--- src/rtl/ssram_arb2.sv ---
// Round-robin arbiter with bounded lock for two requesters sharing one
// single-port write-first synchronous RAM; read data is steered back by flag.
module ssram_arb2 #(
  parameter int WORD_WIDTH = 16,
  parameter int ADDR_WIDTH = 10,
  parameter int MAX_LOCK   = 8
) (
  input  logic                  clk,
  input  logic                  rst,
  input  logic                  req0,
  input  logic                  req1,
  input  logic                  we0,
  input  logic                  we1,
  input  logic                  lock0,
  input  logic                  lock1,
  input  logic [ADDR_WIDTH-1:0] addr0,
  input  logic [ADDR_WIDTH-1:0] addr1,
  input  logic [WORD_WIDTH-1:0] wdata0,
  input  logic [WORD_WIDTH-1:0] wdata1,
  output logic                  gnt0,
  output logic                  gnt1,
  output logic                  rvalid0,
  output logic                  rvalid1,
  output logic [WORD_WIDTH-1:0] rdata,
  output logic                  ram_en,
  output logic                  ram_we,
  output logic [ADDR_WIDTH-1:0] ram_addr,
  output logic [WORD_WIDTH-1:0] ram_din,
  input  logic [WORD_WIDTH-1:0] ram_dout
);

  typedef enum logic [1:0] {
    OWN_NONE = 2'd0,
    OWN_0    = 2'd1,
    OWN_1    = 2'd2
  } owner_e;

  localparam logic [7:0] LockMax = 8'(MAX_LOCK);

  owner_e     owner_q, owner_d;
  logic       last_q, last_d;
  logic [7:0] lcnt_q, lcnt_d;
  logic       rv0_q, rv0_d;
  logic       rv1_q, rv1_d;

  logic       lock_room;
  logic       granted;
  logic       sel_lock;
  logic       was_owner;

  assign lock_room = (lcnt_q < LockMax);

  // NOTE: combinational blocks use blocking '=' and assign every output a
  // default first, so no latch can be inferred on an unassigned path.
  always_comb begin
    gnt0 = 1'b0;
    gnt1 = 1'b0;
    if (!rst) begin
      if (owner_q == OWN_0 && req0 && (!req1 || lock_room)) begin
        gnt0 = 1'b1;
      end else if (owner_q == OWN_1 && req1 && (!req0 || lock_room)) begin
        gnt1 = 1'b1;
      end else if (req0 && !req1) begin
        gnt0 = 1'b1;
      end else if (req1 && !req0) begin
        gnt1 = 1'b1;
      end else if (req0 && req1) begin
        // Contention goes to whoever was not served last.
        if (last_q) gnt0 = 1'b1;
        else        gnt1 = 1'b1;
      end
    end
  end

  assign granted   = gnt0 | gnt1;
  assign sel_lock  = gnt1 ? lock1 : lock0;
  assign was_owner = (gnt0 && owner_q == OWN_0) || (gnt1 && owner_q == OWN_1);

  always_comb begin
    last_d  = last_q;
    owner_d = owner_q;
    lcnt_d  = lcnt_q;
    if (granted) begin
      last_d = gnt1;
      if (sel_lock) begin
        owner_d = gnt1 ? OWN_1 : OWN_0;
        if (!was_owner)           lcnt_d = 8'd1;
        else if (lcnt_q != 8'hFF) lcnt_d = lcnt_q + 8'd1;
      end else begin
        owner_d = OWN_NONE;
        lcnt_d  = 8'd0;
      end
    end else if ((owner_q == OWN_0 && !req0) || (owner_q == OWN_1 && !req1)) begin
      // Owner walked away without taking a grant: drop the lock.
      owner_d = OWN_NONE;
      lcnt_d  = 8'd0;
    end
    rv0_d = gnt0 & ~we0;
    rv1_d = gnt1 & ~we1;
  end

  // NOTE: state registers use non-blocking '<=' and a synchronous reset; the
  // RAM contents are never reset here, only the control state.
  always_ff @(posedge clk) begin
    if (rst) begin
      last_q  <= 1'b1;
      owner_q <= OWN_NONE;
      lcnt_q  <= 8'd0;
      rv0_q   <= 1'b0;
      rv1_q   <= 1'b0;
    end else begin
      last_q  <= last_d;
      owner_q <= owner_d;
      lcnt_q  <= lcnt_d;
      rv0_q   <= rv0_d;
      rv1_q   <= rv1_d;
    end
  end

  assign ram_en   = granted;
  assign ram_we   = (gnt0 & we0) | (gnt1 & we1);
  assign ram_addr = gnt0 ? addr0  : (gnt1 ? addr1  : '0);
  assign ram_din  = gnt0 ? wdata0 : (gnt1 ? wdata1 : '0);

  // Gating by rst drops a read return that would land in a reset cycle.
  assign rvalid0 = rv0_q & ~rst;
  assign rvalid1 = rv1_q & ~rst;
  assign rdata   = ram_dout;

endmodule
--- config.mk ---
export PLATFORM = sky130hd
export DESIGN_NAME = ssram_arb2
export DESIGN_NICKNAME = d
export VERILOG_FILES = /design/src/rtl/ssram_arb2.sv
export SDC_FILE = /design/constraint.sdc
export NUM_CORES = 1
export LEC_CHECK = 0
export ABC_AREA = 1
export CAP_MARGIN = 30
export CORE_MARGIN = 5
export CORE_UTILIZATION = 32
export CTS_BUF_LIST = sky130_fd_sc_hd__clkbuf_16
export DETAILED_ROUTE_END_ITERATION = 10
export PLACE_DENSITY = 0.8
export SKIP_LAST_GASP = 1
export SYNTH_ARGS = -nofsm -noshare
export SYNTH_HDL_FRONTEND = slang
export SYNTH_SLANG_ARGS = --single-unit
--- constraint.sdc ---
create_clock -name clk -period 1.9 [get_ports clk]
set_clock_uncertainty 0.05 [all_clocks]
set_input_delay 0.19 -clock clk [delete_from_list [all_inputs] [get_ports clk]]
set_output_delay 0.19 -clock clk [all_outputs]
set_load 0.05 [all_outputs]
==> impl_results.md <==
* Total global routing overflow at 0
* Simple-gate portion of the synthesized area at 0.525
* Sw frac at 0.384
* Setup_tns at -1.20 ns
* Number of global-route vias before repair at 2026
* Final number of max-transition violations at 0
* RSZ-0062 raised after global routing: yes
* Critical hold path startpoint: ram_dout[10]
* Count of final setup violators at 29
* Synth Warn # at 0
* Endpoints failing hold at 0
* Sequential fraction of design power at 0.183
* Initial antenna violation count at 0
* Number of buffers between clock root and the deepest sink at 2
* Adder-cell area share of the yosys netlist at 0.00896
* Pin count of the biggest net entering global routing at 17
* Fraction of synthesized cell area in xor and xnor cells at 0.0188
* Final min period at 1.96 ns
* Vert. Die Dim at 76.1 um
* Number of distinct library cell variants in the gate-level netlist after synthesis at 27
* I/O pins at about 120
* Peak supply drop at 480 uV
* Crit Path Class: flop to output pin
* Slew at the pin with the worst max-slew slack at between 0.3 and 0.4 ns
* Failing checks: setup timing
* Peak clock frequency supported by timing at 510 MHz
* Data required time at the worst endpoint at 1.66 ns
* Iter 0 DRT Violations at 72
* Placer congestion estimate at 0.760
* Max cap viols at 0
* Sum of net half-perimeters after detailed placement at ~4300 um
* Part of the cycle the worst path needs at 1.03
* Gr usage total at 0.188
* Final routed DRC violation total at 0
* Reg2Reg Capture Point: lcnt_q[6]
* Worst hold margin at 0.330 ns
* Post-DR wirelength/cell at 15.8 um
* CTS sink count at 13
* Top area cells in the synthesized netlist: sky130_fd_sc_hd__nand2_1, sky130_fd_sc_hd__dfxtp_1, sky130_fd_sc_hd__buf_4
* Number of synthesized register bits at 13
* Total leakage power at 1.43 nW
* Arrival time worst endpoint at between 1.5 and 2 ns
* Synthesis-to-finish area growth at 124%
* Worst Hold Path EP: rdata[10]
* Top-area cell type share of the netlist area at 0.282
* Routed vias/inst at 4.96
* Portion of netlist area occupied by mux cells at 0
* Average footprint of a synthesized cell at 5.77 um2
* Clock latency on the worst-skew pair at approximately 0.24 ns
* TritonCTS clock tree: yes
* P_int at 1.10 mW
* Overall power at 1.78 mW
* Post-synthesis instance total at 242
* Vias post-DR at 1966
* Status: complete, but fails checks
* Compound-cell area share of the yosys netlist at 0.0753
* Global-route wire length before repair at 9030 um
* Maximum fanout encountered on the critical timing path at 12
* Ratio of cells with drive above 1 in the final layout at 0.404
* Sort of element at the end of the critical path: output pin
* CP max stage cell: sky130_fd_sc_hd__dfxtp_2
* Initial Utilization at 0.325
* Largest family of logic cells by synthesized area: simple AND/OR/NAND/NOR gates
* Pre-antenna DRT Iters at 4
* Cell count of the worst hold path at 0
* Die Span X at 76.1 um
* Net count after synthesis at between 300 and 400
* Final core occ at 0.729
* Reg2reg start: lcnt_q[3]
* Sequential cell area fraction in the yosys report at 0.186
* Library cell with the largest summed area after synthesis: sky130_fd_sc_hd__nand2_1
* Number of buffers added on ports at slightly above 90
* Cell-by-cell trace of the critical path: inv_2 -> nand3_4 -> nand2_4 -> buf_6 -> a21oi_4 -> nand2_4 -> inv_8 -> buf_12 -> nand2_1 -> nand2_2 -> buf_12
* Level count of the clock H-tree at 1
* TritonCTS Buffers at 3
* Part of the power in combinational logic at 0.593
* Final ANT Viol Nets at 0
* Detailed-route wire length at 6250 um
* Mapped Area at approximately 0.0014 mm2
* Die Area at about 0.0058 mm2
* Setup WS post-layout at -0.0616 ns
* Kind of launch point of the worst setup path: flop
* Net switching power figure at between 600 and 700 uW
* Clk pwr share at 0.225
* Placeable core region at approximately 0.0043 mm2
* Fin nets at 422
* Worst min-delay path category: input port to output pin
* Diode insertion count for antenna repair at 0
* Root Buffer Master: sky130_fd_sc_hd__clkbuf_16
* Power density over the cells at 568 mW/mm2
* Worst Reg2Reg Path Length in Cells at 13
* FF-to-FF setup slack at -0.03 ns
* Worst slew margin relative to its limit at 0.781
* Site Rows at 24
* Slowest Stage Delay on Critical Path at 0.34 ns
* Post-CTS clock slew at the launch and capture registers of the worst setup and hold paths at 0.04 ns
-- how the worst max path moves through the flow --
| stage | endpoint | start | slack, ns |
|---|---|---|---|
| after detailed placement | ram_addr[4] | req1 | -0.23 |
| after CTS | ram_we | lcnt_q[6] | -0.02 |
| after floorplan | ram_din[10] | lcnt_q[4] | 0.01 |
| after global placement | ram_addr[9] | req1 | -0.15 |
| final | ram_addr[4] | lcnt_q[3] | -0.06 |
| after global routing | lcnt_q[5] | lcnt_q[3] | -0.16 |
-- per-layer routing --
layer / GRT usage / wire, um
met4: 0.0717 / 261
met3: 0.0579 / 486
met1: 0.183 / 2100
met2: 0.362 / 3390
met5: 0 / 0
-- cell usage in the layout, fill, tap and decap left out, drive strengths merged, types with 3 or more instances in the layout --
| master | count |
|---|---|
| nor2 | 25 |
| xor2 | 3 |
| nand3b | 5 |
| inv | 21 |
| buf | 61 |
| nand3 | 16 |
| clkdlybuf4s50 | 57 |
| o21ai | 3 |
| clkbuf | 3 |
| a21oi | 10 |
| dfxtp | 13 |
| nand2 | 117 |
| nand4 | 3 |
-- critical path: cells and delay by family, from the launching register on --
family                 cells  cell delay, ns
and+or+nand+nor            5            0.42
DFF                        1            0.34
buffers and inverters      5            0.54
AOI/OAI and AO/OA          1            0.18
-- stage by stage --
stage | std cells | setup WS (ns) | instance area (um2)
after floorplan | 242 | 0.0102 | 1450
after global placement | 381 | -0.152 | 2740
after detailed placement | 381 | -0.229 | 2740
after CTS | 392 | -0.0179 | 2990
after global routing | 396 | -0.155 | 3130
final | 396 | -0.0616 | 3130
-- area by class of cell --
| cell class | count | area (um2) |
|---|---|---|
| multi-input combinational | 186 | 1080 |
| tap | 52 | 65.1 |
| inverter | 21 | 100 |
| clock inverter | 1 | 3.75 |
| fill | 285 | 1160 |
| sequential | 13 | 268 |
| timing repair buffer | 120 | 1540 |
| clock buffer | 3 | 75.1 |
-- registers in the layout (all words and copies together) (netlist names) --
signal,count
rv0_q,1
last_q,1
rv1_q,1
owner_q,2
lcnt_q,8
-- power groups by stage --
stage          registers (mW)  clock network (mW)  logic, mW
3_3_place_gp            0.321                   0      0.908
6_report                0.325               0.399       1.05
2_1_floorplan           0.326                   0      0.530
4_1_cts                 0.320               0.401      0.988
3_5_place_dp            0.323                   0      0.923
5_1_grt                 0.327               0.413       1.11
-- Yosys cell counts (all sizes together) --
master,n
nand2,116
nor2,25
buf,21
inv,21
nand3,15
dfxtp,13
a21oi,10
nand3b,5
clkbuf,3
nand4,3
o21ai,3
xor2,3
a22o,1
ha,1
o211ai,1
o32ai,1
-- logic make-up after synthesis --
kind of cell	after synthesis
DFF	13
AOI/OAI and AO/OA	16
adders and majority gates	1
xor gates and xnor gates	3
and+or+nand+nor	164
buffers and inverters	45
-- repair_timing --
action | 4_1_cts | 5_1_grt
gates resized for setup | 34 | 31
cloned | 2 | 2
pin swaps | 5 | 20
setup endpoints to repair | 29 | 38
hold buffers | 0 | 0
buffers inserted | 5 | 2
(Power assumes the default switching activity.)
